===== config.mk =====
export PLATFORM = sky130hd
export DESIGN_NAME = adder_pipe_nbit
export DESIGN_NICKNAME = d
export VERILOG_FILES = /design/src/rtl/adder_pipe_pkg.sv /design/src/rtl/adder_nbit.sv /design/src/rtl/adder_pipe_nbit.sv
export SDC_FILE = /design/constraint.sdc
export NUM_CORES = 1
export LEC_CHECK = 0
export BUFFER_PORTS_ARGS = -buffer_cell sky130_fd_sc_hd__clkbuf_2
export CAP_MARGIN = 20
export CORE_MARGIN = 10
export CORE_UTILIZATION = 51
export CTS_CLUSTER_SIZE = 30
export DETAILED_ROUTE_END_ITERATION = 12
export PLACE_DENSITY = 0.75
export SLEW_MARGIN = 20
export SYNTH_ARGS = -nofsm -noshare
export SYNTH_HDL_FRONTEND = slang
export SYNTH_SLANG_ARGS = --single-unit

===== constraint.sdc =====
create_clock -name clk -period 3.1 [get_ports clk]
set_input_delay 0.62 -clock clk [delete_from_list [all_inputs] [get_ports clk]]
set_output_delay 0.62 -clock clk [all_outputs]
set_load 0.01 [all_outputs]

===== src/rtl/adder_pipe_pkg.sv =====
// Shared types and constants for the pipelined add/subtract unit.
// Stage registers are sized for MAX_WIDTH. Each instance uses only its low WIDTH bits.
package adder_pipe_pkg;

    localparam int DEFAULT_WIDTH  = 16;
    localparam int DEFAULT_STAGES = 4;
    localparam int MAX_WIDTH      = 64;

    typedef struct packed {
        logic                 valid;
        logic [MAX_WIDTH-1:0] psum;
        logic                 carry;
        logic [MAX_WIDTH-1:0] a_rem;
        logic [MAX_WIDTH-1:0] b_rem;
        logic                 a_msb;
        logic                 b_msb;
    } stage_t;

    // Most negative two's-complement value of width w: 1000...0
    function automatic logic [MAX_WIDTH-1:0] sat_min(input int w);
        logic [MAX_WIDTH-1:0] one;
        one = {{(MAX_WIDTH-1){1'b0}}, 1'b1};
        return one << (w - 1);
    endfunction

    // Most positive two's-complement value of width w: 0111...1
    function automatic logic [MAX_WIDTH-1:0] sat_max(input int w);
        return sat_min(w) - {{(MAX_WIDTH-1){1'b0}}, 1'b1};
    endfunction

endpackage


===== src/rtl/adder_nbit.sv =====
// Ripple-carry adder of parametrised width.
// The overflow port is the raw carry out of the MSB.
module adder_nbit #(
    parameter int WIDTH = 4
) (
    input  logic [WIDTH-1:0] a,
    input  logic [WIDTH-1:0] b,
    input  logic             carry_in,
    output logic [WIDTH-1:0] sum,
    output logic             overflow
);

    logic [WIDTH:0] c;

    assign c[0] = carry_in;

    for (genvar gi = 0; gi < WIDTH; gi++) begin : g_bit
        assign sum[gi]  = a[gi] ^ b[gi] ^ c[gi];
        assign c[gi+1]  = (a[gi] & b[gi]) | (c[gi] & (a[gi] ^ b[gi]));
    end

    assign overflow = c[WIDTH];

endmodule


===== src/rtl/adder_pipe_nbit.sv =====
// Pipelined N-bit add/subtract unit. Each stage resolves one slice of the carry chain.
// Optional macro ADDER_PIPE_SAT_EN saturates sum on signed overflow.
module adder_pipe_nbit
    import adder_pipe_pkg::*;
#(
    parameter int WIDTH  = DEFAULT_WIDTH,
    parameter int STAGES = DEFAULT_STAGES
) (
    input  logic             clk,
    input  logic             rst,
    input  logic             in_valid,
    output logic             in_ready,
    input  logic [WIDTH-1:0] a,
    input  logic [WIDTH-1:0] b,
    input  logic             carry_in,
    input  logic             sub,
    output logic             out_valid,
    input  logic             out_ready,
    output logic [WIDTH-1:0] sum,
    output logic             carry_out,
    output logic             overflow
);

    localparam int SLICE = WIDTH / ((STAGES < 1) ? 1 : STAGES);

    if (STAGES < 1 || (WIDTH % ((STAGES < 1) ? 1 : STAGES)) != 0 || WIDTH > MAX_WIDTH)
    begin : g_param_check
        $error("adder_pipe_nbit: WIDTH must be a multiple of STAGES, STAGES >= 1, WIDTH <= MAX_WIDTH");
    end

    logic   advance;
    stage_t in_stage;
    stage_t last_q;
    logic   ovf;
    logic   unused_bits;

    assign advance  = !out_valid || out_ready;
    assign in_ready = advance;

    // Subtraction is A + ~B + 1, so carry_in is ignored in sub mode
    always_comb begin
        in_stage                   = '0;
        in_stage.valid             = in_valid;
        in_stage.a_rem[WIDTH-1:0]  = a;
        in_stage.b_rem[WIDTH-1:0]  = sub ? ~b : b;
        in_stage.carry             = sub ? 1'b1 : carry_in;
        in_stage.a_msb             = a[WIDTH-1];
        in_stage.b_msb             = sub ? ~b[WIDTH-1] : b[WIDTH-1];
    end

    for (genvar gi = 0; gi < STAGES; gi++) begin : g_stage
        stage_t            stage_src;
        stage_t            stage_d;
        stage_t            stage_q;
        logic [SLICE-1:0]  slice_sum;
        logic              slice_carry;

        if (gi == 0) begin : g_first
            assign stage_src = in_stage;
        end else begin : g_next
            assign stage_src = g_stage[gi-1].stage_q;
        end

        adder_nbit #(.WIDTH(SLICE)) u_adder (
            .a        (stage_src.a_rem[gi*SLICE +: SLICE]),
            .b        (stage_src.b_rem[gi*SLICE +: SLICE]),
            .carry_in (stage_src.carry),
            .sum      (slice_sum),
            .overflow (slice_carry)
        );

        always_comb begin
            stage_d                          = stage_src;
            stage_d.psum[gi*SLICE +: SLICE]  = slice_sum;
            stage_d.carry                    = slice_carry;
            stage_d.a_rem[gi*SLICE +: SLICE] = '0;
            stage_d.b_rem[gi*SLICE +: SLICE] = '0;
        end

        always_ff @(posedge clk) begin
            if (rst) begin
                stage_q <= '0;
            end else if (advance) begin
                stage_q <= stage_d;
            end
        end
    end

    assign last_q    = g_stage[STAGES-1].stage_q;
    assign out_valid = last_q.valid;
    assign carry_out = last_q.carry;
    assign ovf       = (last_q.a_msb == last_q.b_msb) && (last_q.psum[WIDTH-1] != last_q.a_msb);
    assign overflow  = ovf;

`ifdef ADDER_PIPE_SAT_EN
    localparam logic [MAX_WIDTH-1:0] SAT_MAX_FULL = sat_max(WIDTH);
    localparam logic [MAX_WIDTH-1:0] SAT_MIN_FULL = sat_min(WIDTH);

    always_comb begin
        sum = last_q.psum[WIDTH-1:0];
        if (ovf) begin
            sum = last_q.a_msb ? SAT_MIN_FULL[WIDTH-1:0] : SAT_MAX_FULL[WIDTH-1:0];
        end
    end
`else
    assign sum = last_q.psum[WIDTH-1:0];
`endif

    // Consumed operand bits and bits above WIDTH are always zero
    assign unused_bits = ^{last_q.psum, last_q.a_rem, last_q.b_rem};

endmodule


# ---- Word-level counts from Yosys, hierarchy flattened
# Index checks and enable logic that the tools add are counted.
dict set report word_totals {
  latch_bits 0
  ram_bits 0
  mem_bits_ro 0
  input_bits 38
  out_inout_bits 20
  n_memories 0
  regBits 104
}
dict set report op_classes {
  magnitude_cmp 0
  mul 0
  eq_ne 2
  n_addsub 0
  muxes 3
  div 0
  shift 0
  n_bitwise 82
  reduce_logical 3
}
# cell count
set ops {}
lappend ops {{AND 1 bit} 32}
lappend ops {{XOR 1 bit} 32}
lappend ops {{two-way mux 16 bit} 1}
lappend ops {{NOT 16 bit} 1}
lappend ops {{OR 1 bit} 16}
lappend ops {{two-way mux 1 bit} 2}
lappend ops {{equality test 1 bit} 1}
lappend ops {{logical AND 1 bit} 1}
lappend ops {{zero test 1 bit} 1}
lappend ops {{logical OR 1 bit} 1}
lappend ops {{inequality test 1 bit} 1}
lappend ops {{NOT 1 bit} 1}

# ---- Longest topological paths before layout
# Gate-level depths: netlist of the first run.
dict set report depth {
  word_depth 11
  mapped_depth 11
  mapped_depth_nobuf 9
}

# ---- Hierarchy
# A second synthesis of the first run with hierarchy kept.
dict set report unflattened {
  hier_cells 509
  hier_area_um2 4225.3
}
# module instances seq_area_each_um2 area_each_um2 cells_each
set by_module_without_submodules {}
lappend by_module_without_submodules {adder_pipe_nbit 1 1961.9 3754.9 453}
lappend by_module_without_submodules {adder_nbit 4 0.0 117.6 14}

# ---- Least setup slack after synthesis of the first run
# No wires, ideal clock.
dict set report synth_path {
  kind {in2reg}
  startpoint {input sub}
  endpoint {register g_stage[0].stage_q[134] in the netlist's numbering}
  arrival_ps 2864
  path_buffers 2
  setup_slack_ps 165
  stages 11
  path_cell_list {buf_4 buf_4 or2_2 fa_1 fa_1 inv_1 fa_1 inv_1 fa_1 nand2_1 a21oi_1}
}
dict set report synth_between {
  elab_chain_cells 9
}
# item line
set synth_lines {}
lappend synth_lines {{start: declaration} adder_pipe_nbit.sv:16} ;# input logic sub,
lappend synth_lines {{two-way mux 16 bit} adder_pipe_nbit.sv:45} ;# in_stage.b_rem[WIDTH-1:0] = sub ? ~b : b;
lappend synth_lines {{XOR 1 bit} adder_nbit.sv:19} ;# assign c[gi+1] = (a[gi] & b[gi]) | (c[gi] & (a[gi] ^ b[gi]));
lappend synth_lines {{AND 1 bit} adder_nbit.sv:19}
lappend synth_lines {{OR 1 bit} adder_nbit.sv:19}
lappend synth_lines {{AND 1 bit} adder_nbit.sv:19}
lappend synth_lines {{OR 1 bit} adder_nbit.sv:19}
lappend synth_lines {{AND 1 bit} adder_nbit.sv:19}
lappend synth_lines {{OR 1 bit} adder_nbit.sv:19}
lappend synth_lines {{XOR 1 bit *} adder_nbit.sv:18} ;# assign sum[gi] = a[gi] ^ b[gi] ^ c[gi];
lappend synth_lines {{net g_stage[0].slice_sum[3]} adder_pipe_nbit.sv:55} ;# logic [SLICE-1:0] slice_sum;
lappend synth_lines {{end signal: assignment} adder_pipe_nbit.sv:84} ;# stage_q <= stage_d;
lappend synth_lines {{end: declaration} adder_pipe_nbit.sv:54} ;# stage_t stage_q;
# Mark *: on every way through the listed nets, which the timed path passes. The rest lies on a longest branch.
# A chain may end at the register's enable or synchronous reset.

# ---- Worst setup path after layout of the first run
# Ends and elaborated chain as after synthesis.

==> flow_summary.ini, run 1 <==
[status]
status = completed

[layout]
final-seq-area_um2 = 1962
utilization_pct = 58.09
final_cell_area_um2 = 4536
nNetsFinal = 559
antenna_cells = 0
multiInputGateArea_um2 = 1785
final.fill_count = 726
area_delta_synth_final_pct = 9.253
post_route_cells_drive_above_1_share_pct = 19.61

[global_route]
antenna_found_initial = 0
grt_first_pass_wirelength_mm = 13.28
grt-ovfl-total = 0
grt_pass1_vias = 2949
grtUsageTotal_pct = 13.53
grt_max_degree = 83

[min_path]
hold_path.class = register to register
whs_endpoint = sum[9]
hold_start = sum[9]
hold_depth = 2

[power_and_ir_drop]
swShare_pct = 24.49
leakage_nw = 1.844
seq_power_share_pct = 54.6
irDropWorstVdd_mv = 0.2160
p_total_mw = 2.537
p_comb_share_pct = 9.9
p_int_mw = 1.916
power_switching_mw = 0.6212
power_per_cell_area_nw_per_um2 = 559.3
power.share.clock_pct = 35.5

[synth]
synth_common_cells = 152 x nand2_1, 98 x dfxtp_1, 75 x a21oi_1
synth_warnings = 0
avgSynthCellArea_um2 = 8.613
synth_top_area_share_pct = 47.26
synth.most_common_cell = nand2_1
synth_top_flop_cell = dfxtp_1
synth_top_cell_by_area = dfxtp_1
async_flop_share_pct = 0
synth_cell_types = 18
syn-num-nets = 536
synth-seq-cells = 98
synthesis.area_um2 = 4151
synthCells = 482
synth_area_leaders = dfxtp_1 47%, nand2_1 14%, a21oi_1 9.0%
synth_seq_area_share_pct = 47.26
synth-edff-count = 0

[drt]
drc = 0
vias_per_cell = 4.807
route.layer.met1.wl_mm = 3.716
post_drt_wl_per_cell_um = 12.72
highest_layer = met4
routed_wirelength_mm = 7.782
dr_total_vias = 2942
drtIter0Drc = 174
antenna_left = 0
met3_wirelength_um = 487
drtPass1Iterations = 4
dr_wl_met2_mm = 3.455

[die]
dieArea_um2 = 12150
pin_count = 58
rows = 32
die_h_um = 110.2
die_x_um = 110.2
start_util_pct = 53.17
core_area_um2 = 7807

[sta]
timing.final.crit_share_pct = 79.35
fin_hold_ws_ns = 0.4533
slew_headroom_pct = 48.17
period_minus_slack_ns = 2.460
slew_violations = 0
final.setup.tns_ns = 0
hold_violations = 0
clock_skew_ns = 0.003757
worstMarginPinSlew_ns = 0.7774
fmax_mhz = 406.5
setup_viol = 0
rsz0062_at_grt = no

[clock_network]
numClockSinks = 98
cts_resized = 0
clk_path_buf_depth = 2
insertion_delay_ns = 0.36
hold_buffers = 0
ctsHtreeMaxLevel = 3
clk_pin_slew_ns = 0.09
cts_tree = done
cts_setup_buffers = 0
cts-root-buf = clkbuf_8
cts_made_buffers = 9

[place]
port_buffers = 57
hpwl_mm = 5.340
gp_congestion = 0.7717
placed_cell_area_um2 = 4309

[setup_path]
timing.rr.end = sum[15]
cp.required_ns = 3.39
r2r_start = g_stage[2].stage_q[14]
reg2reg_depth = 8
cp-start-kind = input port
path_class = input port to register
path_max_fanout = 3
r2r_setup_slack_ns = 0.90
crit_arrival_ns = 2.75
end_kind = register

[job]
cap_violations = 0
[per-stage QoR]
step	instances	setup WS [ns]
detailed placement	596	0.2681
global placement	596	0.3145
finish	612	0.6401
floorplan	482	0.1653
global route	612	0.5500
CTS	612	0.6434
[worst max-delay path by stage]
stage / from / end / slack, ns / depth (start not counted)
floorplan: sub / g_stage[0].stage_q[134] / 0.17 / 11
global placement: sub / g_stage[0].stage_q[134] / 0.31 / 10
detailed placement: sub / g_stage[0].stage_q[134] / 0.27 / 10
CTS: sub / g_stage[0].stage_q[134] / 0.64 / 10
global route: sub / g_stage[0].stage_q[134] / 0.55 / 10
finish: sub / g_stage[0].stage_q[134] / 0.64 / 10
[cell families after synthesis]
family | Yosys count | synth area share, %
AOI/OAI and AO/OA | 98 | 15.43
xor gates and xnor gates | 16 | 3.375
buffers and inverters | 75 | 9.856
adders and majority gates | 16 | 7.716
DFF | 98 | 47.26
and+or+nand+nor | 179 | 16.37
[cells in the final DEF (no fill, tap or decap), types with 9 or more instances in the layout]
cell type  Yosys  final
a211oi_2      19     19
nor2_1        25     25
dfxtp_1       98     98
clkbuf_8       0      9
a21oi_1       75     75
fa_1          16     16
clkbuf_2       0     56
inv_1         24     24
xnor2_1       11     11
nand2_1      152    152
[layer usage]
metal,GRT usage (%),vias up
li1,-,1550
met1,17.27,1325
met2,21.17,56
met3,3.482,11
met4,6.055,0
met5,0,-
[sequential cells by signal, indices dropped and copies added (netlist names)]
register and flops:
g_stage.stage_q 80, sum 16, carry_out 1, out_valid 1
[cell type report]
class | instances | share of cell area (%)
sequential | 98 | 43.26
clock inverter | 7 | 2.262
clock buffer | 9 | 2.731
inverter | 25 | 2.124
timing repair buffer | 62 | 7.448
tap | 102 | 2.814
multi-input combinational | 309 | 39.37
[worst max-delay path, cell delays in order]
cell and delay [ns]:
clkbuf_2 0.12, or2_2 0.31, fa_1 0.38, fa_1 0.37, inv_1 0.08, fa_1 0.15
inv_1 0.05, fa_1 0.48, nand2_1 0.05, a21oi_1 0.14
[power by group through the flow]
stage	Combinational [mW]	Sequential [mW]	Clock [mW]
floorplan	0.192	1.40	0
global placement	0.246	1.41	0
detailed placement	0.253	1.41	0
CTS	0.255	1.39	0.923
global route	0.291	1.40	0.975
finish	0.252	1.38	0.900
Power figures use the tool's default switching activity.
==> run 2: changes to the inputs <==
--- a/config.mk
+++ b/config.mk
@@ -8,10 +8,10 @@
 export BUFFER_PORTS_ARGS = -buffer_cell sky130_fd_sc_hd__clkbuf_2
 export CAP_MARGIN = 20
 export CORE_MARGIN = 10
-export CORE_UTILIZATION = 51
+export CORE_UTILIZATION = 57
 export CTS_CLUSTER_SIZE = 30
 export DETAILED_ROUTE_END_ITERATION = 12
-export PLACE_DENSITY = 0.75
+export PLACE_DENSITY = 0.79
 export SLEW_MARGIN = 20
 export SYNTH_ARGS = -nofsm -noshare
 export SYNTH_HDL_FRONTEND = slang
==> constraint.sdc (replaced) <==
create_clock -name clk -period 2.47 [get_ports clk]
set_input_delay 0.494 -clock clk [delete_from_list [all_inputs] [get_ports clk]]
set_output_delay 0.494 -clock clk [all_outputs]
set_load 0.01 [all_outputs]
==> flow_summary.ini, run 2 (synthesis results as in run 1) <==
[status]
status = completed

[clock_network]
insertion_delay_ns = 0.36
ctsHtreeMaxLevel = 3
clk_path_buf_depth = 2
numClockSinks = 98
cts_tree = done
cts_setup_buffers = 0
cts_made_buffers = 9
clk_pin_slew_ns = 0.09
hold_buffers = 0
cts_resized = 0
cts-root-buf = clkbuf_8

[sta]
hold_violations = 0
period_minus_slack_ns = 2.219
clock_skew_ns = 0.009252
slew_violations = 0
rsz0062_at_grt = no
setup_viol = 0
fmax_mhz = 450.6
slew_headroom_pct = 65.23
fin_hold_ws_ns = 0.3426
timing.final.crit_share_pct = 89.84
worstMarginPinSlew_ns = 0.5216

[place]
hpwl_mm = 5.412
gp_congestion = 0.7781
port_buffers = 57
placed_cell_area_um2 = 4350

[layout]
antenna_cells = 0
regMostFlops = g_stage.stage_q
layout_common_cells = 152 x nand2_1, 98 x dfxtp_1, 75 x a21oi_1
nNetsFinal = 564
largest_register_ffs = 80
final_cell_area_um2 = 4571
post_route_cells_drive_above_1_share_pct = 20.58
final_common_cell = nand2_1
area_delta_synth_final_pct = 10.10

[power_and_ir_drop]
leakage_nw = 1.855
power_per_cell_area_nw_per_um2 = 695.8
irDropWorstVdd_mv = 0.4161

[min_path]
hold_path.class = input port to register

[setup_path]
critical-path-top-delay-family = adder cells
cp_cell_sequence = clkbuf_2, or2_4, fa_2, fa_2, inv_2, fa_1, inv_1, fa_1, nand2_1, a21oi_1
cp.required_ns = 2.77
timing.rr.end = g_stage[1].stage_q[138]
reg2reg_depth = 8
worstSetupStartpoint = sub
cp-start-kind = input port
max_stage_delay_ns = 0.47
r2r_setup_slack_ns = 0.29
path_depth = 10
crit_end = g_stage[0].stage_q[134]
end_kind = register
path_max_fanout = 4
path_class = input port to register
crit_arrival_ns = 2.52
crit_buf_inv = 3
critPathSlowestCell = fa_1
r2r_start = g_stage[0].stage_q[6]

[global_route]
grt-ovfl-total = 0
grt_first_pass_wirelength_mm = 13.28
grt_pass1_vias = 2937
grtUsageTotal_pct = 14.37
grt_max_degree = 81
antenna_found_initial = 0

[die]
dieArea_um2 = 11100
die_x_um = 105.3
core_area_um2 = 7176
rows = 31
start_util_pct = 57.86
pin_count = 58
die_h_um = 105.3

[drt]
antenna_left = 0
dr_total_vias = 2983
drtPass1Iterations = 4
routed_wirelength_mm = 7.653
drtIter0Drc = 130
post_drt_wl_per_cell_um = 12.46
vias_per_cell = 4.858
drc = 0

[job]
cap_violations = 0
## run 2: changes by cell type in the layout (fill, tap and decap cells not counted), moves of 2 or more
cell	change
fa_1	-2
clkinv_4	-3
clkbuf_1	+2
fa_2	+2
buf_4	+5
## run 2: layer usage
metal  global-route usage (%)  wire, µm
met1                    17.99      3677
met3                    4.446       425
met2                    22.13      3406
met4                    6.765       144
met5                        0         0
## run 2: tightest hold or removal path: stages
cell	delay [ns]
clkbuf_2	0.08
nand2_1	0.04
a21oi_1	0.05
## run 2: final cells by class
| type | instances | area [µm²] |
|---|---|---|
| Clock buffer | 12 | 145.1 |
| Clock inverter | 4 | 75.07 |
| Fill cell | 615 | 2605 |
| Inverter | 25 | 96.34 |
| Multi-Input combinational cell | 309 | 1793 |
| Sequential cell | 98 | 1962 |
| Tap cell | 99 | 123.9 |
| Timing Repair Buffer | 67 | 375.4 |
## run 2: report_power, final
group	leakage [nW]	internal, mW	total, mW	switching [mW]
sequential	0.806	1.68	1.74	0.0546
combinational	0.946	0.148	0.322	0.174
clock	0.103	0.599	1.12	0.522
## run 2: stage by stage
step	utilization, %	total power, mW	setup TNS, ns	std cells	setup WS (ns)
2_1_floorplan	-	2.007	-0.2538	482	-0.1784
3_3_place_gp	60.63	2.084	-0.1035	598	-0.1023
3_5_place_dp	60.63	2.098	-0.1636	598	-0.1360
4_1_cts	63.70	3.218	0	614	0.2482
5_1_grt	63.70	3.341	0	614	0.2010
6_report	63.70	3.180	0	614	0.2510
## run 2: how the worst min path moves through the flow
stage                                  from                       to  cells after the start
floorplan            g_stage[0].stage_q[71]   g_stage[0].stage_q[71]                      2
global placement    g_stage[0].stage_q[195]  g_stage[0].stage_q[195]                      2
detailed placement  g_stage[2].stage_q[195]  g_stage[2].stage_q[195]                      2
CTS                                    a[4]   g_stage[0].stage_q[70]                      3
global route                          a[15]    g_stage[0].stage_q[1]                      3
finish                                 a[4]   g_stage[0].stage_q[70]                      3
